--- src/rtl/riscv_pc_unit_pkg.sv ---
`default_nettype none
// ============================================================================
// Module      : riscv_constants (package)
// Description : Shared encodings for the kana-riscv program-counter unit:
//               next-PC source select, PC unit state and redirect class.
// Revision    : 1.0 - initial release
// ============================================================================
package riscv_constants;

    localparam int PC_SEL_W = 3;

    // Next-PC source select. PC_MRET is appended after the original encodings.
    typedef enum logic [PC_SEL_W-1:0] {
        PC_PLUS4        = 3'd0,
        PC_ALU          = 3'd1,
        PC_B_TARGET     = 3'd2,
        PC_ECALL_TARGET = 3'd3,
        PC_MRET         = 3'd4
    } pc_sel_t;

    // PC unit state: BOOT for one cycle after reset, HELD while a redirect
    // is buffered during a stall, RUN otherwise.
    typedef enum logic [1:0] {
        BOOT = 2'd0,
        RUN  = 2'd1,
        HELD = 2'd2
    } pc_state_t;

    // Trap-class redirects take priority over jump-class redirects.
    typedef enum logic {
        RC_JUMP = 1'b0,
        RC_TRAP = 1'b1
    } redirect_class_t;

endpackage
`default_nettype wire

--- src/rtl/riscv_pc_target.sv ---
`default_nettype none
// ============================================================================
// Module      : riscv_pc_target
// Description : Combinational next-PC target selection with instruction
//               address misalignment check. A misaligned jump/branch target
//               is replaced by the trap vector and reported as trap class.
// Ports       : i_pc            current PC
//               i_pc_sel        next-PC source select
//               i_alu_out       JAL/JALR target
//               i_imm_b_sext    sign-extended branch offset
//               i_br_flag       branch taken
//               i_mtvec_addr    trap vector base
//               i_mepc          MRET return address
//               o_target        address to load (trap vector if misaligned)
//               o_check_addr    unmodified jump/branch target
//               o_is_redirect   selection is non-sequential
//               o_is_trap_class selection is ECALL, MRET or misalign trap
//               o_misaligned    jump/branch target violates IALIGN
// Revision    : 1.0 - initial release
// ============================================================================
module riscv_pc_target
    import riscv_constants::*;
#(
    parameter int WORD_LENGTH = 32,
    parameter int PC_OFFSET   = 4,
    parameter int IALIGN      = 4
) (
    input  logic [WORD_LENGTH-1:0] i_pc,
    input  logic [PC_SEL_W-1:0]    i_pc_sel,
    input  logic [WORD_LENGTH-1:0] i_alu_out,
    input  logic [WORD_LENGTH-1:0] i_imm_b_sext,
    input  logic                   i_br_flag,
    input  logic [WORD_LENGTH-1:0] i_mtvec_addr,
    input  logic [WORD_LENGTH-1:0] i_mepc,
    output logic [WORD_LENGTH-1:0] o_target,
    output logic [WORD_LENGTH-1:0] o_check_addr,
    output logic                   o_is_redirect,
    output logic                   o_is_trap_class,
    output logic                   o_misaligned
);

    localparam logic [WORD_LENGTH-1:0] c_align_mask = WORD_LENGTH'(IALIGN - 1);
    localparam logic [WORD_LENGTH-1:0] c_offset     = WORD_LENGTH'(PC_OFFSET);

    logic [WORD_LENGTH-1:0] w_seq;
    logic [WORD_LENGTH-1:0] w_trap_vec;
    logic [WORD_LENGTH-1:0] w_cand;
    logic                   w_checked;
    logic                   w_redirect;
    logic                   w_trap;

    assign w_seq      = i_pc + c_offset;
    assign w_trap_vec = {i_mtvec_addr[WORD_LENGTH-1:2], 2'b00};

    always_comb begin
        w_cand     = w_seq;
        w_checked  = 1'b0;
        w_redirect = 1'b0;
        w_trap     = 1'b0;
        case (i_pc_sel)
            PC_ALU: begin
                w_cand     = {i_alu_out[WORD_LENGTH-1:1], 1'b0};
                w_checked  = 1'b1;
                w_redirect = 1'b1;
            end
            PC_B_TARGET: begin
                if (i_br_flag) begin
                    w_cand     = i_pc + i_imm_b_sext;
                    w_checked  = 1'b1;
                    w_redirect = 1'b1;
                end
            end
            PC_ECALL_TARGET: begin
                w_cand     = w_trap_vec;
                w_redirect = 1'b1;
                w_trap     = 1'b1;
            end
            PC_MRET: begin
                w_cand     = i_mepc;
                w_redirect = 1'b1;
                w_trap     = 1'b1;
            end
            default: ;
        endcase
    end

    assign o_misaligned    = w_checked && ((w_cand & c_align_mask) != '0);
    assign o_target        = o_misaligned ? w_trap_vec : w_cand;
    assign o_check_addr    = w_cand;
    assign o_is_redirect   = w_redirect;
    assign o_is_trap_class = w_trap | o_misaligned;

endmodule
`default_nettype wire

--- src/rtl/riscv_pc_unit.sv ---
`default_nettype none
// ============================================================================
// Module      : riscv_pc_unit
// Description : Program-counter unit at the head of the fetch path. Supports
//               stalls with a one-entry redirect buffer, MRET return,
//               misalignment trapping and a configurable reset vector.
// Ports       : clk, x_reset (async active-low)
//               stall, pc_sel, alu_out, imm_b_sext, br_flag, mtvec_addr, mepc
//               pc_out, pc_plus4, pc_valid, redirect, misalign_exc,
//               misalign_addr, redirect_pending
// Revision    : 1.0 - initial release
// ============================================================================
module riscv_pc_unit
    import riscv_constants::*;
#(
    parameter int                   WORD_LENGTH  = 32,
    parameter int                   PC_OFFSET    = 4,
    parameter int                   IALIGN       = 4,
    parameter logic [WORD_LENGTH-1:0] RESET_VECTOR = '0
) (
    input  logic                   clk,
    input  logic                   x_reset,
    input  logic                   stall,
    input  logic [PC_SEL_W-1:0]    pc_sel,
    input  logic [WORD_LENGTH-1:0] alu_out,
    input  logic [WORD_LENGTH-1:0] imm_b_sext,
    input  logic                   br_flag,
    input  logic [WORD_LENGTH-1:0] mtvec_addr,
    input  logic [WORD_LENGTH-1:0] mepc,
    output logic [WORD_LENGTH-1:0] pc_out,
    output logic [WORD_LENGTH-1:0] pc_plus4,
    output logic                   pc_valid,
    output logic                   redirect,
    output logic                   misalign_exc,
    output logic [WORD_LENGTH-1:0] misalign_addr,
    output logic                   redirect_pending
);

    pc_state_t              r_state,         w_state_nxt;
    logic [WORD_LENGTH-1:0] r_pc,            w_pc_nxt;
    logic [WORD_LENGTH-1:0] r_pend_addr,     w_pend_addr_nxt;
    redirect_class_t        r_pend_class,    w_pend_class_nxt;
    logic                   r_redirect,      w_redirect_nxt;
    logic                   r_misalign_exc,  w_misalign_exc_nxt;
    logic [WORD_LENGTH-1:0] r_misalign_addr, w_misalign_addr_nxt;

    logic [WORD_LENGTH-1:0] w_target;
    logic [WORD_LENGTH-1:0] w_check_addr;
    logic                   w_is_redirect;
    logic                   w_is_trap;
    logic                   w_misaligned;
    redirect_class_t        w_cur_class;

    riscv_pc_target #(
        .WORD_LENGTH (WORD_LENGTH),
        .PC_OFFSET   (PC_OFFSET),
        .IALIGN      (IALIGN)
    ) u_target (
        .i_pc            (r_pc),
        .i_pc_sel        (pc_sel),
        .i_alu_out       (alu_out),
        .i_imm_b_sext    (imm_b_sext),
        .i_br_flag       (br_flag),
        .i_mtvec_addr    (mtvec_addr),
        .i_mepc          (mepc),
        .o_target        (w_target),
        .o_check_addr    (w_check_addr),
        .o_is_redirect   (w_is_redirect),
        .o_is_trap_class (w_is_trap),
        .o_misaligned    (w_misaligned)
    );

    assign w_cur_class = w_is_trap ? RC_TRAP : RC_JUMP;

    always_ff @(posedge clk or negedge x_reset) begin
        if (!x_reset) begin
            r_state         <= BOOT;
            r_pc            <= RESET_VECTOR;
            r_pend_addr     <= '0;
            r_pend_class    <= RC_JUMP;
            r_redirect      <= 1'b0;
            r_misalign_exc  <= 1'b0;
            r_misalign_addr <= '0;
        end else begin
            r_state         <= w_state_nxt;
            r_pc            <= w_pc_nxt;
            r_pend_addr     <= w_pend_addr_nxt;
            r_pend_class    <= w_pend_class_nxt;
            r_redirect      <= w_redirect_nxt;
            r_misalign_exc  <= w_misalign_exc_nxt;
            r_misalign_addr <= w_misalign_addr_nxt;
        end
    end

    always_comb begin
        w_state_nxt         = r_state;
        w_pc_nxt            = r_pc;
        w_pend_addr_nxt     = r_pend_addr;
        w_pend_class_nxt    = r_pend_class;
        w_redirect_nxt      = 1'b0;
        w_misalign_exc_nxt  = 1'b0;
        w_misalign_addr_nxt = r_misalign_addr;
        case (r_state)
            BOOT: begin
                w_state_nxt = RUN;
            end
            RUN: begin
                if (!stall) begin
                    w_pc_nxt       = w_target;
                    w_redirect_nxt = w_is_redirect;
                    if (w_misaligned) begin
                        w_misalign_exc_nxt  = 1'b1;
                        w_misalign_addr_nxt = w_check_addr;
                    end
                end else if (w_is_redirect) begin
                    // Misalignment is reported when the bad target is seen,
                    // not when the buffered trap vector is finally loaded.
                    w_state_nxt      = HELD;
                    w_pend_addr_nxt  = w_target;
                    w_pend_class_nxt = w_cur_class;
                    if (w_misaligned) begin
                        w_misalign_exc_nxt  = 1'b1;
                        w_misalign_addr_nxt = w_check_addr;
                    end
                end
            end
            HELD: begin
                if (stall) begin
                    // A buffered trap is never displaced by a later jump.
                    if (w_is_redirect &&
                        !(r_pend_class == RC_TRAP && w_cur_class == RC_JUMP)) begin
                        w_pend_addr_nxt  = w_target;
                        w_pend_class_nxt = w_cur_class;
                        if (w_misaligned) begin
                            w_misalign_exc_nxt  = 1'b1;
                            w_misalign_addr_nxt = w_check_addr;
                        end
                    end
                end else begin
                    w_state_nxt    = RUN;
                    w_redirect_nxt = 1'b1;
                    if (w_cur_class == RC_TRAP && r_pend_class == RC_JUMP) begin
                        w_pc_nxt = w_target;
                        if (w_misaligned) begin
                            w_misalign_exc_nxt  = 1'b1;
                            w_misalign_addr_nxt = w_check_addr;
                        end
                    end else begin
                        w_pc_nxt = r_pend_addr;
                    end
                end
            end
            default: begin
                w_state_nxt = BOOT;
            end
        endcase
    end

    assign pc_out           = r_pc;
    assign pc_plus4         = r_pc + WORD_LENGTH'(PC_OFFSET);
    assign pc_valid         = (r_state != BOOT);
    assign redirect         = r_redirect;
    assign misalign_exc     = r_misalign_exc;
    assign misalign_addr    = r_misalign_addr;
    assign redirect_pending = (r_state == HELD);

endmodule
`default_nettype wire

--- config.mk ---
export PLATFORM = sky130hd
export DESIGN_NAME = riscv_pc_unit
export DESIGN_NICKNAME = d
export VERILOG_FILES = /design/src/rtl/riscv_pc_unit_pkg.sv /design/src/rtl/riscv_pc_target.sv /design/src/rtl/riscv_pc_unit.sv
export SDC_FILE = /design/constraint.sdc
export NUM_CORES = 1
export LEC_CHECK = 0
export CORE_UTILIZATION = 50
export DETAILED_ROUTE_END_ITERATION = 6
export GPL_ROUTABILITY_DRIVEN = 1
export GPL_TIMING_DRIVEN = 0
export PLACE_DENSITY = 0.82
export SYNTH_ARGS = -nofsm -noshare
export SYNTH_HDL_FRONTEND = slang
export SYNTH_HIERARCHICAL = 1
export SYNTH_SLANG_ARGS = --single-unit
--- constraint.sdc ---
create_clock -name clk -period 4.4 [get_ports clk]
set_clock_uncertainty 0.2 [all_clocks]
set_input_delay 0.88 -clock clk [delete_from_list [all_inputs] [get_ports clk]]
set_output_delay 0.88 -clock clk [all_outputs]
set_load 0.05 [all_outputs]
# After elaboration in Yosys (flattened, before gate mapping)
# Index checks and enable logic that the tools add are counted.
totals:
  ff_bits: 101
  inputBits: 135
  wordCells: 85
  output_inout_bits: 100
classes:
  addsub: 2
  n_reduce_logical: 15
  bitwise_logic: 3
  n_eq_ne: 15
  mux: 43
ops:
  columns: ["cell", "count"]
  rows:
  - ["2-to-1 mux 32 bit", 15]
  - ["one-hot mux 32 bit (2 select lines)", 3]
  - ["one-hot mux 32 bit (4 select lines)", 1]
  - ["adder 32 x 3 -> 32 bit (second input constant)", 1]
  - ["adder 32 bit", 1]
  - ["nonzero test 32 bit", 1]
  - ["2-to-1 mux 1 bit", 15]
  - ["inequality test 2 bit (second input constant)", 5]
  - ["one-hot mux 1 bit (2 select lines)", 5]
  - ["equality test 3 x 2 -> 1 bit (second input constant)", 2]
  - ["2-to-1 mux 2 bit", 3]
  - ["inequality test 3 x 2 -> 1 bit (second input constant)", 2]
  - ["one-hot mux 2 bit (3 select lines)", 1]
  - ["AND reduction 3 bit", 2]
  - ["AND reduction 5 bit", 1]
  - ["logical AND 1 bit", 4]
  - ["AND reduction 4 bit", 1]
  - ["nonzero test 2 bit", 2]
  - ["equality test 3 x 1 -> 1 bit (second input constant)", 1]
  - ["equality test 3 bit (second input constant)", 1]
  - ["inequality test 3 bit (second input constant)", 1]
  - ["OR reduction 3 bit", 1]
  - ["equality test 2 x 1 -> 1 bit (second input constant)", 1]
  - ["equality test 2 bit (second input constant)", 1]
  - ["6 further kinds", 7]

# Logic depth before layout (Yosys ltp)
depth:
  depth_word: 14
  depth_mapped: 14
  ltp_nobuf: 13

# By module
# Netlist, hierarchy kept.
by_module_without_submodules:
  columns: ["mod", "instances", "seq_area_each_um2", "cells_per_inst", "area_per_inst_um2"]
  rows:
  - ["riscv_pc_unit", 1, 2527.4, 395, 4742.0]
  - ["riscv_pc_target", 1, 0.0, 637, 4097.7]

# Least setup slack after synthesis
# Ideal clock, no wire load.
synth_path:
  path_kind: "in2reg"
  start: "in pc_sel[1]"
  end: "reg r_misalign_addr[21] (netlist: misalign_addr[21])"
  setup_time_ns: 0.125
  path_buffers: 2
  slack_ns: 0.518
  stages: 12
  arrival_time_ns: 3.557
  t_required_ns: 4.075
  cell_sequence: "nor2_1 xnor2_2 nand2_1 a221o_1 o21ai_2 buf_2 nand2_1 nor2b_1 o221ai_1 nand2_1 buf_2 mux2_2"
synth_between:
  elab_chain_cells: 12
  elab_cells_between_ends: 30
  classes_between: "7 x eq/ne; 12 x mux; 2 x bitwise; 9 x reduce/logical"
synth_rtl:
  columns: ["item", "line", "text"]
  rows:
  - ["from (decl)", "riscv_pc_unit.sv:24", "input logic [PC_SEL_W-1:0] pc_sel,"]
  - ["equality test 3 bit (tied with other cells)", "riscv_pc_target.sv:60", "case (i_pc_sel)"]
  - ["one-hot mux 32 bit (4 select lines) *", "riscv_pc_target.sv:60", null]
  - ["net w_check_addr[1]", "riscv_pc_unit.sv:48", "logic [WORD_LENGTH-1:0] w_check_addr;"]
  - ["nonzero test 32 bit *", "riscv_pc_target.sv:87", "assign o_misaligned = w_checked && ((w_cand & c_align_mask) != '0);"]
  - ["logical AND 1 bit *", "riscv_pc_target.sv:87", null]
  - ["OR 1 bit *", "riscv_pc_target.sv:91", "assign o_is_trap_class = w_trap | o_misaligned;"]
  - ["2-to-1 mux 1 bit *", "riscv_pc_unit.sv:73", "assign w_cur_class = w_is_trap ? RC_TRAP : RC_JUMP;"]
  - ["net w_cur_class", "riscv_pc_unit.sv:52", "redirect_class_t w_cur_class;"]
  - ["NOT 1 bit", "riscv_pc_unit.sv:131", "!(r_pend_class == RC_TRAP && w_cur_class == RC_JUMP)) begin"]
  - ["logical AND 1 bit", "riscv_pc_unit.sv:131", null]
  - ["logical NOT 1 bit", "riscv_pc_unit.sv:131", null]
  - ["logical AND 1 bit", "riscv_pc_unit.sv:130", "if (w_is_redirect &&"]
  - ["inequality test 3 x 2 -> 1 bit (no source line)", null, null]
  - ["AND reduction 4 bit (no source line) *", null, null]
  - ["to (signal assigned)", "riscv_pc_unit.sv:91", "r_misalign_addr <= w_misalign_addr_nxt;"]
  - ["to (decl)", "riscv_pc_unit.sv:45", "logic [WORD_LENGTH-1:0] r_misalign_addr, w_misalign_addr_nxt;"]
# The timed path passes the listed nets; every way through them passes the cells marked *. The select of a mux whose other input is x is not followed.
# A chain may end at the register's enable or synchronous reset.

# Worst setup path in the final report
layout_path:
  start: "in pc_sel[1]"
  end: "reg r_misalign_addr[10] (netlist: misalign_addr[10])"
layout_between:
  elab_chain_cells: 12
  elab_cells_between_ends: 30
  classes_between: "7 x eq/ne; 12 x mux; 2 x bitwise; 9 x reduce/logical"
layout_rtl:
  columns: ["item", "line", "text"]
  rows:
  - ["equality test 3 bit (tied with other cells)", "riscv_pc_target.sv:60", null]
  - ["one-hot mux 32 bit (4 select lines) *", "riscv_pc_target.sv:60", null]
  - ["net w_check_addr[1]", "riscv_pc_unit.sv:48", null]
  - ["nonzero test 32 bit *", "riscv_pc_target.sv:87", null]
  - ["logical AND 1 bit *", "riscv_pc_target.sv:87", null]
  - ["net w_misaligned", "riscv_pc_unit.sv:51", "logic w_misaligned;"]
  - ["OR 1 bit", "riscv_pc_target.sv:91", null]
  - ["2-to-1 mux 1 bit", "riscv_pc_unit.sv:73", null]
  - ["NOT 1 bit", "riscv_pc_unit.sv:131", null]
  - ["logical AND 1 bit", "riscv_pc_unit.sv:131", null]
  - ["logical NOT 1 bit", "riscv_pc_unit.sv:131", null]
  - ["logical AND 1 bit", "riscv_pc_unit.sv:130", null]
  - ["inequality test 3 x 2 -> 1 bit (no source line)", null, null]
  - ["AND reduction 4 bit (no source line)", null, null]
# Marked as above.

==> results.py <==
metrics = {
    "global_route": {
        "grt_max_degree": 53,
        "antenna_found_initial": 2,
        "grt_pass1_wl_um": 50700,
        "grt_usage_pct": 36.7,
        "grt_pass1_vias": 9096,
        "gr-total-overflow": 0,
    },
    "outcome": {
        "status": "finished clean",
    },
    "place": {
        "dp.cells": 1489,
        "io_buffers": 231,
        "placed_cell_area_sq_um": 11500,
        "gp_congestion": 0.984,
        "dp.final_hpwl_um": 24800,
    },
    "power": {
        "vdd_ir_drop_max_mv": 0.540,
        "leakagePower_nw": 5.21,
        "powerDensity_nw_per_um2": 673,
    },
    "synth": {
        "synth.top_cell.area_share_pct": 28.6,
        "synth_area_leaders": "dfrtp_1 29%, mux2_2 9.8%, ha_1 5.2%, nand2_1 4.9%, xnor2_1 4.9%",
        "synth.net_count": 1205,
        "synth_edf_count": 0,
        "syn-instance-count": 1032,
        "synth_top_area_cell": "dfrtp_1",
        "syn_avg_cell_area_sq_um": 8.57,
        "synth_top_flop_cell": "dfrtp_1",
        "ys_types": 76,
        "yosys_warnings": 6,
        "ys_ff_latch": 101,
        "synth.cell_area_sq_um": 8840,
        "synthArstFlopShare_pct": 100,
        "yosysSeqAreaShare_pct": 28.6,
    },
    "floorplanning": {
        "rows": 48,
        "die_w_um": 135,
        "die_h_um": 135,
        "io_pins": 235,
        "fp.dieArea_sq_um": 18200,
        "core_area_sq_um": 17300,
        "start_util_pct": 51.1,
    },
    "setup_path": {
        "worstPathArrival_ns": 4.40,
        "end_kind": "flop",
        "worst-setup-path-type": "primary input to flop",
        "cp-start-kind": "primary input",
        "crit_fanout": 10,
        "required_ns": 4.45,
    },
    "clock_tree": {
        "holdBufCountCts": 0,
        "cts.sinks": 101,
        "worstSkewPairLatency_ns": 0.36,
        "htreeDepth": 3,
        "clk_pin_slew_ns": 0.08,
        "numCtsBuffers": 9,
        "cts_tree": "yes",
        "cts_buffer_depth": 2,
        "ctsRootBufferMaster": "clkbuf_16",
    },
    "final_layout": {
        "final_cells": 1510,
        "finish.net_count": 1451,
        "drive_gt1_share_pct": 12.7,
        "finish.utilization_pct": 68.9,
        "stdcell_area_sq_um": 11900,
        "syn_to_final_growth_pct": 34.7,
    },
    "timing": {
        "setup_viol": 0,
        "period_share_pct": 98.8,
        "final.setup.tns_ns": 0,
        "slew_viol_final": 0,
        "post-route-min-period_ns": 4.35,
        "fin_hold_ws_ns": 0.304,
        "max-slew-margin-rel_pct": 33.4,
        "final-hold-violation-count": 0,
        "rsz0062_at_grt": "no",
        "worst_slew_pin_slew_ns": 0.995,
        "fmax_mhz": 230,
    },
    "hold_path": {
        "hp-class": "flop to flop",
    },
    "detailed_routing": {
        "drt-pass1-iter-count": 5,
        "vias": 9514,
        "first_iter_violations": 901,
        "ant_nets": 0,
        "wirelength_um": 33300,
        "drcViolationCount": 0,
        "routed_via_density": 6.30,
        "wl_per_cell_um": 22.0,
    },
    "run": {
        "maxCapViolCount": 0,
    },
}
[timing repair]
action                     CTS  global route
pin swaps                    4             4
resized for setup           17            14
setup endpoints to repair  108            91
buffers inserted             2             2
[metrics by stage]
| step | worst slack, ns | power, mW |
|---|---|---|
| global placement | -1.72 | 6.99 |
| floorplan | 0.518 | 5.36 |
| detailed placement | -1.13 | 7.07 |
| finish | 0.0517 | 8.01 |
| global route | 0.00131 | 8.40 |
| CTS | 0.00268 | 7.92 |
[cell type report]
type                       instances  area [sq um]
timing repair buffer             236          2410
fill                            1422          5390
multi-input combinational        843          5990
inverter                          30           114
clock buffer                       9           225
clock inverter                     7          65.1
tap                              225           282
buffer                            57           297
antenna                            2          5.00
sequential                       101          2530
[worst max-delay path, stage by stage]
cell	delay (ns)
clkdlybuf4s50_1	0.62
clkbuf_2	0.32
nand2_2	0.24
nor2_2	0.37
a221o_1	0.33
o21ai_4	0.08
buf_4	0.20
inv_2	0.05
buf_2	0.28
nand2_1	0.11
a21oi_1	0.18
nand2_2	0.18
buf_4	0.24
mux2_1	0.32
[worst paths after layout]
kind | startpoint | slack [ns] | cells after the start | end
max | pc_sel[1] | 0.05 | 14 | misalign_addr[10]
min | misalign_addr[10] | 0.30 | 1 | misalign_addr[10]
max reg2reg | pc_out[15] | 0.42 | 13 | pc_out[30]
min reg2reg | misalign_addr[10] | 0.30 | 1 | misalign_addr[10]
max in group asynchronous | x_reset | 2.93 | 2 | r_pend_addr[15]
min in group asynchronous | x_reset | 0.37 | 1 | r_state[0]
[registers in the layout (all words and copies together), names as in the netlist]
name	flops
misalign_addr	32
misalign_exc	1
pc_out	32
r_pend_addr	32
r_pend_class	1
r_state	2
redirect	1
[where the power goes]
part	switching, mW	internal (mW)
combinational	3.25	2.01
sequential	0.597	1.33
clock	0.422	0.400
[layer usage]
metal / vias up / routed length (um) / global-route usage [%]
met1: 4492 / 13100 / 48.3
met3: 121 / 3960 / 8.33
met5: - / 0 / 0.278
met2: 657 / 14800 / 58.0
met4: 0 / 1460 / 15.5
li1: 4244 / - / -
[cell families (layout without fill, tap and decap cells)]
| logic type | count (synthesis) | in the layout | synth area share, % |
|---|---|---|---|
| multiplexers | 121 | 121 | 15.0 |
| AND/OR/NAND/NOR | 339 | 339 | 18.9 |
| XOR/XNOR | 82 | 82 | 8.21 |
| AO/OA/AOI/OAI | 263 | 263 | 19.4 |
| flip-flops | 101 | 101 | 28.6 |
| buffers and inverters | 88 | 339 | 4.44 |
| adder cells (fa/ha/maj) | 38 | 38 | 5.46 |
| other | 0 | 2 | 0 |
[Yosys cell counts, drive strengths merged (12+ instances only)]
cell / instances
a211oi: 17
a21o: 16
a21oi: 67
a22oi: 13
a31oi: 12
and3: 14
and4: 12
buf: 24
clkbuf: 34
dfrtp: 101
ha: 37
inv: 28
mux2: 86
mux2i: 35
nand2: 116
nand3: 28
nand4: 26
nor2: 92
nor2b: 16
nor3: 13
o21ai: 81
xnor2: 50
xor2: 32
[layout by cell type (no fill, tap or decap), drive strengths merged, types with 7 or more instances in the layout]
| master | count |
|---|---|
| nand3 | 28 |
| ha | 37 |
| a22oi | 13 |
| a211oi | 17 |
| clkdlybuf4s50 | 223 |
| nor2b | 16 |
| o21ai | 81 |
| and4 | 12 |
| buf | 30 |
| mux2i | 35 |
| nor2 | 92 |
| dlymetal6s2s | 7 |
| a21oi | 67 |
| nor3 | 13 |
| clkbuf | 42 |
| dfrtp | 101 |
| a31oi | 12 |
| inv | 32 |
| o22ai | 8 |
| xnor2 | 50 |
| xor2 | 32 |
| and3 | 14 |
| o221ai | 8 |
| nand2 | 116 |
| mux2 | 86 |
| a21o | 16 |
| nand4 | 26 |
| o31ai | 7 |
Note: power is estimated with default switching activity, not from simulation.
